[src/rtl/pipe_pkg.sv]
// Shared pipeline definitions: RV32I opcode classes and hazard sequencer states.
// Latency: n/a (types and constants only).
// Backpressure: n/a.
package pipe_pkg;

  localparam logic [6:0] OP     = 7'b0110011;
  localparam logic [6:0] OP_IMM = 7'b0010011;
  localparam logic [6:0] LOAD   = 7'b0000011;
  localparam logic [6:0] STORE  = 7'b0100011;
  localparam logic [6:0] BRANCH = 7'b1100011;
  localparam logic [6:0] JAL    = 7'b1101111;
  localparam logic [6:0] JALR   = 7'b1100111;
  localparam logic [6:0] LUI    = 7'b0110111;
  localparam logic [6:0] AUIPC  = 7'b0010111;

  typedef enum logic [1:0] {
    RUN     = 2'd0,
    IC_WAIT = 2'd1,
    DC_WAIT = 2'd2
  } state_t;

endpackage

[src/rtl/rs_use_decoder.sv]
// Decodes which source registers the ID-stage instruction actually reads.
// Latency: combinational, zero cycles.
// Backpressure: none; pure function of the opcode.
module rs_use_decoder
  import pipe_pkg::*;
(
  input  logic [6:0] opcode,
  output logic       use_rs1,
  output logic       use_rs2
);

  // Opcode class lookup; JAL, LUI, AUIPC and unknown opcodes read no registers.
  always_comb begin
    use_rs1 = 1'b0;
    use_rs2 = 1'b0;
    case (opcode)
      OP, BRANCH, STORE: begin
        use_rs1 = 1'b1;
        use_rs2 = 1'b1;
      end
      OP_IMM, LOAD, JALR: begin
        use_rs1 = 1'b1;
      end
      default: begin
        use_rs1 = 1'b0;
        use_rs2 = 1'b0;
      end
    endcase
  end

endmodule

[src/rtl/sat_counter.sv]
// Event counter that sticks at all-ones instead of wrapping.
// Latency: count visible one cycle after the inc cycle.
// Backpressure: none; one increment per cycle at most.
module sat_counter #(
  parameter int W = 32
) (
  input  logic         clk,
  input  logic         rst_n,
  input  logic         inc,
  output logic [W-1:0] cnt
);

  logic [W-1:0] cnt_q;

  // Increment on request unless already saturated; reset clears.
  always_ff @(posedge clk) begin
    if (!rst_n) begin
      cnt_q <= '0;
    end else if (inc && (cnt_q != {W{1'b1}})) begin
      cnt_q <= cnt_q + 1'b1;
    end
  end

  assign cnt = cnt_q;

endmodule

[src/rtl/pipeline_hazard_ctrl.sv]
// Stall/flush sequencer for the 5-stage pipeline: load-use bubbles, branch flushes, cache-miss freezes.
// Latency: stall/flush outputs are combinational (zero cycles); state and counters are registered.
// Backpressure: a cache miss freezes every stage until its ready pulse; load-use holds IF/ID for one cycle.
module pipeline_hazard_ctrl
  import pipe_pkg::*;
#(
  parameter int CNT_W = 32
) (
  input  logic             clk,
  input  logic             rst_n,
  input  logic [31:0]      id_inst,
  input  logic [4:0]       ex_rd,
  input  logic             ex_mem_read,
  input  logic             ex_br_taken,
  input  logic             ic_miss,
  input  logic             ic_ready,
  input  logic             dc_miss,
  input  logic             dc_ready,
  output logic             stall_if,
  output logic             stall_id,
  output logic             stall_ex,
  output logic             stall_mem,
  output logic             stall_wb,
  output logic             flush_id,
  output logic             flush_ex,
  output logic [CNT_W-1:0] cnt_stall,
  output logic [CNT_W-1:0] cnt_icmiss,
  output logic [CNT_W-1:0] cnt_dcmiss,
  output logic [CNT_W-1:0] cnt_ldu,
  output logic [CNT_W-1:0] cnt_flush
);

  state_t state, state_nxt;
  logic   ic_done, ic_done_nxt;
  logic   use_rs1, use_rs2;
  logic   load_use;
  logic   freeze;
  logic   br_flush;
  logic   ldu_bubble;
  logic   unused_inst_bits;

  // Only opcode and rs fields matter here; the rest of the word is decoded elsewhere.
  assign unused_inst_bits = ^{id_inst[31:25], id_inst[14:7]};

  rs_use_decoder u_rs_use (
    .opcode  (id_inst[6:0]),
    .use_rs1 (use_rs1),
    .use_rs2 (use_rs2)
  );

  assign load_use = ex_mem_read && (ex_rd != 5'd0) &&
                    ((use_rs1 && (ex_rd == id_inst[19:15])) ||
                     (use_rs2 && (ex_rd == id_inst[24:20])));

  // A miss freezes in the detect cycle too, before the wait state is entered.
  assign freeze     = rst_n && ((state != RUN) || ic_miss || dc_miss);
  // Branch outranks load-use: the ID instruction is on the wrong path anyway.
  assign br_flush   = rst_n && !freeze && ex_br_taken;
  assign ldu_bubble = rst_n && !freeze && !ex_br_taken && load_use;

  // Stage enables/clears; reset flushes ID/EX so the pipe restarts empty.
  always_comb begin
    stall_if  = 1'b0;
    stall_id  = 1'b0;
    stall_ex  = 1'b0;
    stall_mem = 1'b0;
    stall_wb  = 1'b0;
    flush_id  = 1'b0;
    flush_ex  = 1'b0;
    if (!rst_n) begin
      flush_id = 1'b1;
      flush_ex = 1'b1;
    end else if (freeze) begin
      stall_if  = 1'b1;
      stall_id  = 1'b1;
      stall_ex  = 1'b1;
      stall_mem = 1'b1;
      stall_wb  = 1'b1;
    end else if (br_flush) begin
      flush_id = 1'b1;
      flush_ex = 1'b1;
    end else if (ldu_bubble) begin
      stall_if = 1'b1;
      stall_id = 1'b1;
      flush_ex = 1'b1;
    end
  end

  // Miss sequencing: D-cache first (older instruction), then any I-cache miss not already filled.
  always_comb begin
    state_nxt   = state;
    ic_done_nxt = ic_done;
    case (state)
      RUN: begin
        if (dc_miss) begin
          state_nxt = DC_WAIT;
        end else if (ic_miss) begin
          state_nxt = IC_WAIT;
        end
      end
      DC_WAIT: begin
        if (ic_ready) begin
          ic_done_nxt = 1'b1;
        end
        if (dc_ready) begin
          // An ic_ready in the same cycle counts as already filled.
          if (!ic_miss || ic_done || ic_ready) begin
            state_nxt = RUN;
          end else begin
            state_nxt = IC_WAIT;
          end
        end
      end
      IC_WAIT: begin
        if (ic_ready) begin
          state_nxt = RUN;
        end
      end
      default: begin
        state_nxt = RUN;
      end
    endcase
    if (state_nxt == RUN) begin
      ic_done_nxt = 1'b0;
    end
  end

  // Sequencer state; reset abandons any outstanding wait.
  always_ff @(posedge clk) begin
    if (!rst_n) begin
      state   <= RUN;
      ic_done <= 1'b0;
    end else begin
      state   <= state_nxt;
      ic_done <= ic_done_nxt;
    end
  end

  sat_counter #(.W(CNT_W)) u_cnt_stall (
    .clk (clk), .rst_n (rst_n), .inc (stall_if), .cnt (cnt_stall)
  );

  sat_counter #(.W(CNT_W)) u_cnt_icmiss (
    .clk (clk), .rst_n (rst_n),
    .inc ((state != IC_WAIT) && (state_nxt == IC_WAIT)),
    .cnt (cnt_icmiss)
  );

  sat_counter #(.W(CNT_W)) u_cnt_dcmiss (
    .clk (clk), .rst_n (rst_n),
    .inc ((state == RUN) && (state_nxt == DC_WAIT)),
    .cnt (cnt_dcmiss)
  );

  sat_counter #(.W(CNT_W)) u_cnt_ldu (
    .clk (clk), .rst_n (rst_n), .inc (ldu_bubble), .cnt (cnt_ldu)
  );

  sat_counter #(.W(CNT_W)) u_cnt_flush (
    .clk (clk), .rst_n (rst_n), .inc (br_flush), .cnt (cnt_flush)
  );

endmodule

[config.mk]
export PLATFORM = sky130hd
export DESIGN_NAME = pipeline_hazard_ctrl
export DESIGN_NICKNAME = d
export VERILOG_FILES = /design/src/rtl/pipe_pkg.sv /design/src/rtl/rs_use_decoder.sv /design/src/rtl/sat_counter.sv /design/src/rtl/pipeline_hazard_ctrl.sv
export SDC_FILE = /design/constraint.sdc
export NUM_CORES = 1
export LEC_CHECK = 0
export BUFFER_PORTS_ARGS = -buffer_cell sky130_fd_sc_hd__buf_2
export CAP_MARGIN = 0
export CORE_MARGIN = 3
export CORE_UTILIZATION = 48
export DETAILED_ROUTE_END_ITERATION = 8
export GPL_ROUTABILITY_DRIVEN = 0
export PLACE_DENSITY = 0.77
export SLEW_MARGIN = 20
export SYNTH_ARGS = -nofsm -noshare
export SYNTH_HDL_FRONTEND = slang
export SYNTH_SLANG_ARGS = --single-unit
[constraint.sdc]
create_clock -name clk -period 2.17 [get_ports clk]
set_input_delay 0.3255 -clock clk [delete_from_list [all_inputs] [get_ports clk]]
set_output_delay 0.3255 -clock clk [all_outputs]
set_load 0.02 [all_outputs]
==> summary.txt, run 1 <==
GRT
  – Vias in the first global route: 7790
  – Largest net degree at the start of global routing: 51
  – Initial antenna violation count: 0
  – Total gr overflow: 0
  – GRT Util Overall: 0.2484
  – First-pass GRT wire length: 37650 um

Clocking
  – Clock latency on the worst-skew pair: 0.43 ns
  – H-tree levels: 4
  – CTS buffer count: 17
  – Worst-path clk slew: 0.06 ns
  – CTS tree: done
  – Clk buf depth: 2
  – Clock sinks: 163
  – Root Buffer: clkbuf_16

Die
  – # IOs: 212
  – Die area: 0.01841 sq mm
  – Total core area: 0.01617 sq mm
  – Initial core utilization: 0.4992
  – Die width: 135.7 um
  – Die height: 135.7 um
  – Num rows: 46

Detailed routing
  – Detailed Route WL: 25320 um
  – Via count: 8913
  – Drt first pass iters: 6
  – Routed wire length per instance: 16.30 um
  – Drc violations: 0
  – Drt first-iter violations: 650
  – Antenna-violating nets left: 0
  – Vias per cell: 5.739

Layout
  – Antenna cells: 0
  – Most frequent cells in the layout: 194 x buf_2, 143 x dfxtp_1, 135 x buf_4
  – Most common cell after layout, fill and taps aside: buf_2
  – Area grow syn2layout: 43.70%
  – Net count, final: 1374
  – Layout cells sized above 1: 0.3717

Synth
  – Yosys warning count: 0
  – Post-synth top flop: dfxtp_1
  – Post-synth EDFFs: 0
  – Syn_area_per_cell: 8.214 sq um
  – Syn nets: 1033
  – Fraction of registers with async set/reset: 0
  – Post-synthesis register bit count: 163
  – Seq/Total Area, Yosys: 0.4042
  – Mapped Cells: 983
  – Unique cell type count in the Yosys netlist: 61
  – Post-Syn Area: 0.008074 sq mm

STA
  – Fmax: 0.4308 GHz
  – Setup ws final: -0.1513 ns
  – Setup_tns: -1.383 ns
  – Final period util: 1.070
  – Setup Viol. Count Final: 24
  – Rel. slew slack: 0.6043
  – Hold slack final: 0.2152 ns
  – Fin. Hold Viols: 0
  – Worst slew pin tran: 0.5936 ns
  – RSZ-0062 raised after global routing: yes
  – Max-slew violation count: 0
  – Layout Skew: 0.009606 ns
  – Min Tclk post-route: 2.321 ns

Setup path
  – Crit Path Max Fanout: 4
  – Worst reg2reg path depth: 8
  – Flop2flop setup slack: -0.11 ns
  – Critical Path Start Type: register
  – Crit Reg-Reg Startpoint: state[1]$_SDFF_PN0_
  – Setup crit end kind: output port
  – Reg-to-reg endpoint: u_cnt_ldu.cnt[27]$_SDFFE_PN0P_
  – Worst Path Required: 1.84 ns
  – Arrival @ worst endpoint: 2.00 ns
  – WS Path Type: reg -> out

Placement
  – # port buffers: 196
  – Final HPWL DP: 17170 um

Hold path
  – Worst hold-check path type: in -> reg
  – WHS Endpoint: ic_done$_SDFFE_PP0P_
  – Hold Path Depth: 3
  – Worst hold start: ic_ready

Power
  – Pleak: 4.780 nW
  – Max VDD drop: 0.5376 mV
  – PwrDens: 565.4 mW/mm^2
  – Tot Pwr: 6.560 mW

Outcome
  – Status: finished, violations left
  – Failing checks: negative setup slack

Run
  – Max Cap Viol: 0
## per-layer routing
layer	routed length, um	global-route usage	up-vias
met1	10610	0.3204	4248
li1	-	-	4253
met5	0	0	-
met4	526	0.08511	0
met3	1901	0.05535	45
met2	12280	0.4115	367
## cells in the mapped netlist (all sizes together), types with 6 or more instances
cell    count  share of area
nand2b     10         0.0077
o31ai      10         0.0099
or4        15          0.014
nor2      115          0.053
nand3      55          0.034
nor4       15          0.013
o21ai      50          0.031
xnor2      37          0.040
and2       10         0.0077
or3        50          0.039
a21oi      65          0.040
xor2       44          0.048
nand2      88          0.041
clkbuf     29          0.013
nor3       25          0.017
and3       18          0.014
o41ai       6         0.0065
mux2i      20          0.025
dfxtp     163           0.40
nand4      55          0.043
inv        28          0.013
and4       15          0.016
buf         6         0.0070
## state kept, by name, summed over array words and instances (netlist names)
register and flops:
ic_done 1, u_cnt_stall.cnt 32, u_cnt_ldu.cnt 32, u_cnt_icmiss.cnt 32
state 2, u_cnt_dcmiss.cnt 32, u_cnt_flush.cnt 32
## repair_timing
item,in CTS,in global routing
pin swaps,13,56
buffers inserted,10,17
hold endpoints to repair,0,0
endpoints found under the setup margin,49,98
hold buffers,0,0
cloned,0,5
resized for setup,30,89
## power by group
group	leakage (nW)	switching (mW)	internal, mW
clock network	0.292	1.25	1.91
logic	3.17	0.220	0.159
registers	1.32	0.0129	3.01
## layout make-up
type                       instances  area [sq um]
multi-input combinational        757          4977
fill                            1231          4571
sequential                       163          3288
timing repair buffer             357          2335
clock buffer                      21         470.5
tap                              216         270.3
clock inverter                    11         151.4
inverter                          28         110.1
## kinds of logic after synthesis
family	count (synthesis)	synth area share
simple gates	495	0.3256
buf+inv	63	0.03347
xor+xnor	81	0.08787
fa+ha+maj	5	0.007748
compound gates	156	0.1164
mux	20	0.02479
flops	163	0.4042
## worst max-delay path: stages (launching register included)
cell,delay (ns)
dfxtp_2,0.32
or4_4,0.51
or2_4,0.29
buf_6,0.13
nand2_4,0.09
a21o_1,0.12
buf_6,0.12
## stage by stage
stage,setup WS (ns),instance area (sq um),util,std cells
final,-0.1513,11600,0.7174,1553
after floorplan,-0.1845,8154,-,983
after global routing,-0.1976,11600,0.7174,1553
after global placement,-0.2456,10230,0.6324,1489
after detailed placement,-0.2668,10230,0.6324,1489
after CTS,-0.1354,11070,0.6844,1531
## worst max path at each step
stage,from,to,slack [ns],cells after the start
after floorplan,state[1]$_SDFF_PN0_,u_cnt_flush.cnt[20]$_SDFFE_PN0P_,-0.18,8
after global placement,dc_miss,u_cnt_ldu.cnt[25]$_SDFFE_PN0P_,-0.25,7
after detailed placement,dc_miss,u_cnt_ldu.cnt[27]$_SDFFE_PN0P_,-0.27,7
after CTS,state[1]$_SDFF_PN0_,flush_ex,-0.14,6
after global routing,state[1]$_SDFF_PN0_,flush_ex,-0.20,6
final,state[1]$_SDFF_PN0_,flush_ex,-0.15,6
(Power assumes the default switching activity.)
==> run 2, diff against run 1 <==
REMOVE_ABC_BUFFERS = 1   (was unset)
==> run 2 against run 1 <==
Against the previous run:
- the flow still finishes with violations (negative setup slack)
- count of clock-buffer cells in the layout shrank 3
- combinational power shrank 7.1%
- non-clock buffer count shrank 5
- worst hold slack lost 0.0080 ns
- critical endpoint unchanged
- largest power group is now registers
==> summary.txt, run 2 (synthesis results as in run 1) <==
Outcome
  – Status: finished, violations left
  – Failing checks: negative setup slack

Die
  – Initial core utilization: 0.4992
  – Die area: 0.01841 sq mm
  – Die width: 135.7 um
  – Total core area: 0.01617 sq mm
  – # IOs: 212
  – Die height: 135.7 um
  – Num rows: 46

Detailed routing
  – Vias per cell: 5.537
  – Antenna-violating nets left: 0
  – Drt first-iter violations: 486
  – Via count: 8572
  – Drt first pass iters: 5
  – Drc violations: 0
  – Routed wire length per instance: 15.24 um
  – Detailed Route WL: 23580 um

Setup path
  – Crit path top cell by count: buf_6
  – Crit Path Max Fanout: 4
  – Flop2flop setup slack: -0.09 ns
  – Worst Path Required: 1.84 ns
  – Critical Path Start Type: register
  – Critical path buffers and inverters: 2
  – Arrival @ worst endpoint: 1.99 ns
  – Worst reg2reg path depth: 8
  – Slowest CP cell: or4_4
  – WS Path Type: reg -> out
  – Worst path cell trace: or4_4 > or2_4 > buf_6 > nand2_4 > a21o_1 > buf_6
  – WP depth: 6
  – Delay-heaviest family, CP: simple AND/OR/NAND/NOR gates
  – Setup crit end kind: output port
  – Max incr delay on CP: 0.57 ns

STA
  – Final period util: 1.069
  – Setup Viol. Count Final: 39
  – Worst slew pin tran: 0.9890 ns
  – Setup ws final: -0.1499 ns
  – Fin. Hold Viols: 0
  – Setup_tns: -1.752 ns
  – RSZ-0062 raised after global routing: yes
  – Max-slew violation count: 0
  – Fmax: 0.4311 GHz
  – Layout Skew: 0.009270 ns
  – Min Tclk post-route: 2.320 ns
  – Rel. slew slack: 0.3407

Hold path
  – Hold Path Depth: 3
  – Worst hold-check path type: in -> reg

GRT
  – GRT Util Overall: 0.2362
  – Largest net degree at the start of global routing: 91
  – First-pass GRT wire length: 36150 um
  – Initial antenna violation count: 0
  – Vias in the first global route: 7788
  – Total gr overflow: 0

Power
  – P_sw: 1.523 mW
  – Comb power frac: 0.055
  – Tot Pwr: 6.376 mW
  – Sw Ratio: 0.2388
  – Cell Int Power: 4.853 mW
  – Clk network pwr share: 0.472
  – Max VDD drop: 0.5519 mV
  – Pleak: 4.639 nW
  – PwrDens: 563.0 mW/mm^2
  – Seq pwr share: 0.473

Layout
  – Most common cell after layout, fill and taps aside: buf_2
  – Utilization after layout: 0.7003
  – Most frequent cells in the layout: 195 x buf_2, 155 x dfxtp_1, 137 x buf_4
  – Net count, final: 1369
  – Antenna cells: 0
  – Layout cells sized above 1: 0.3476
  – Non-Filler Instances: 1548
  – Area grow syn2layout: 40.28%
  – FILL cells: 1275

Clocking
  – H-tree levels: 4
  – Root Buffer: clkbuf_16
  – Clk buf depth: 2
  – CTS tree: done
  – Worst-path clk slew: 0.06 ns
  – Clock latency on the worst-skew pair: 0.43 ns
  – CTS buffer count: 17
  – Clock sinks: 163
  – Cts-stage hold buffer count: 0

Run
  – Max Cap Viol: 0

Placement
  – # port buffers: 196
  – Pre-CTS setup slack: -0.2649 ns
  – Final HPWL DP: 16470 um
  – # placed instances: 1492
## run 2: changes by cell type in the layout (fill, tap and decap cells not counted), moves of 3 or more
cell / delta
a21oi_1: +8
a21oi_2: -8
buf_6: -4
clkbuf_8: -3
dfxtp_1: +12
dfxtp_2: -12
inv_6: +3
nor4_2: +3
or3_1: +6
or3_4: -6
## run 2: final cells by class
class,count,area [sq um],share of cell area
flip-flops and latches,163,3273,0.2890
clock buffers,18,429.2,0.03789
multi-input cells,757,4862,0.4293
repair buffers,352,2230,0.1969
well taps,216,270.3,0.02386
clock inverters,14,153.9,0.01359
inverters,28,107.6,0.009501
## run 2: worst paths after layout
| kind | endpoint | start |
|---|---|---|
| setup / recovery | flush_ex | state[0]$_SDFF_PN0_ |
| hold / removal | ic_done$_SDFFE_PP0P_ | ic_ready |
| setup reg to reg | u_cnt_flush.cnt[18]$_SDFFE_PN0P_ | state[0]$_SDFF_PN0_ |
| hold reg to reg | u_cnt_stall.cnt[4]$_SDFFE_PN0P_ | u_cnt_stall.cnt[4]$_SDFFE_PN0P_ |
## run 2: per-stage QoR
stage                     area, sq um  hold WS (ns)
final                           11330        0.2072
after global routing            11330        0.2282
after CTS                       10900        0.1609
after detailed placement        10150        0.4648
after global placement          10150        0.4539
after floorplan                  7909        0.4371
## run 2: tightest hold or removal path, delay by kind of cell
family / cells / cell delay (ns)
buffers and inverters: 1 / 0.12
AO/OA/AOI/OAI: 1 / 0.08
AND/OR/NAND/NOR: 1 / 0.08
## run 2: metal layers
| layer | part of all wire | GRT usage |
|---|---|---|
| met1 | 0.41 | 0.2882 |
| met2 | 0.49 | 0.4040 |
| met3 | 0.081 | 0.06538 |
| met4 | 0.015 | 0.07559 |
| met5 | 0 | 0 |
## run 2: power by group through the flow
stage,clock network (mW),logic [mW],registers [mW]
after detailed placement,0,0.325,3.08
after CTS,3.05,0.338,3.02
after global placement,0,0.318,3.08
final,3.01,0.352,3.02
after global routing,3.16,0.379,3.02
after floorplan,0,0.139,3.10
## run 2: repair_timing
item	CTS	global route
gates cloned	0	2
pin swaps	9	47
buffers inserted	5	17
endpoints found under the setup margin	49	90
gates resized for setup	27	73
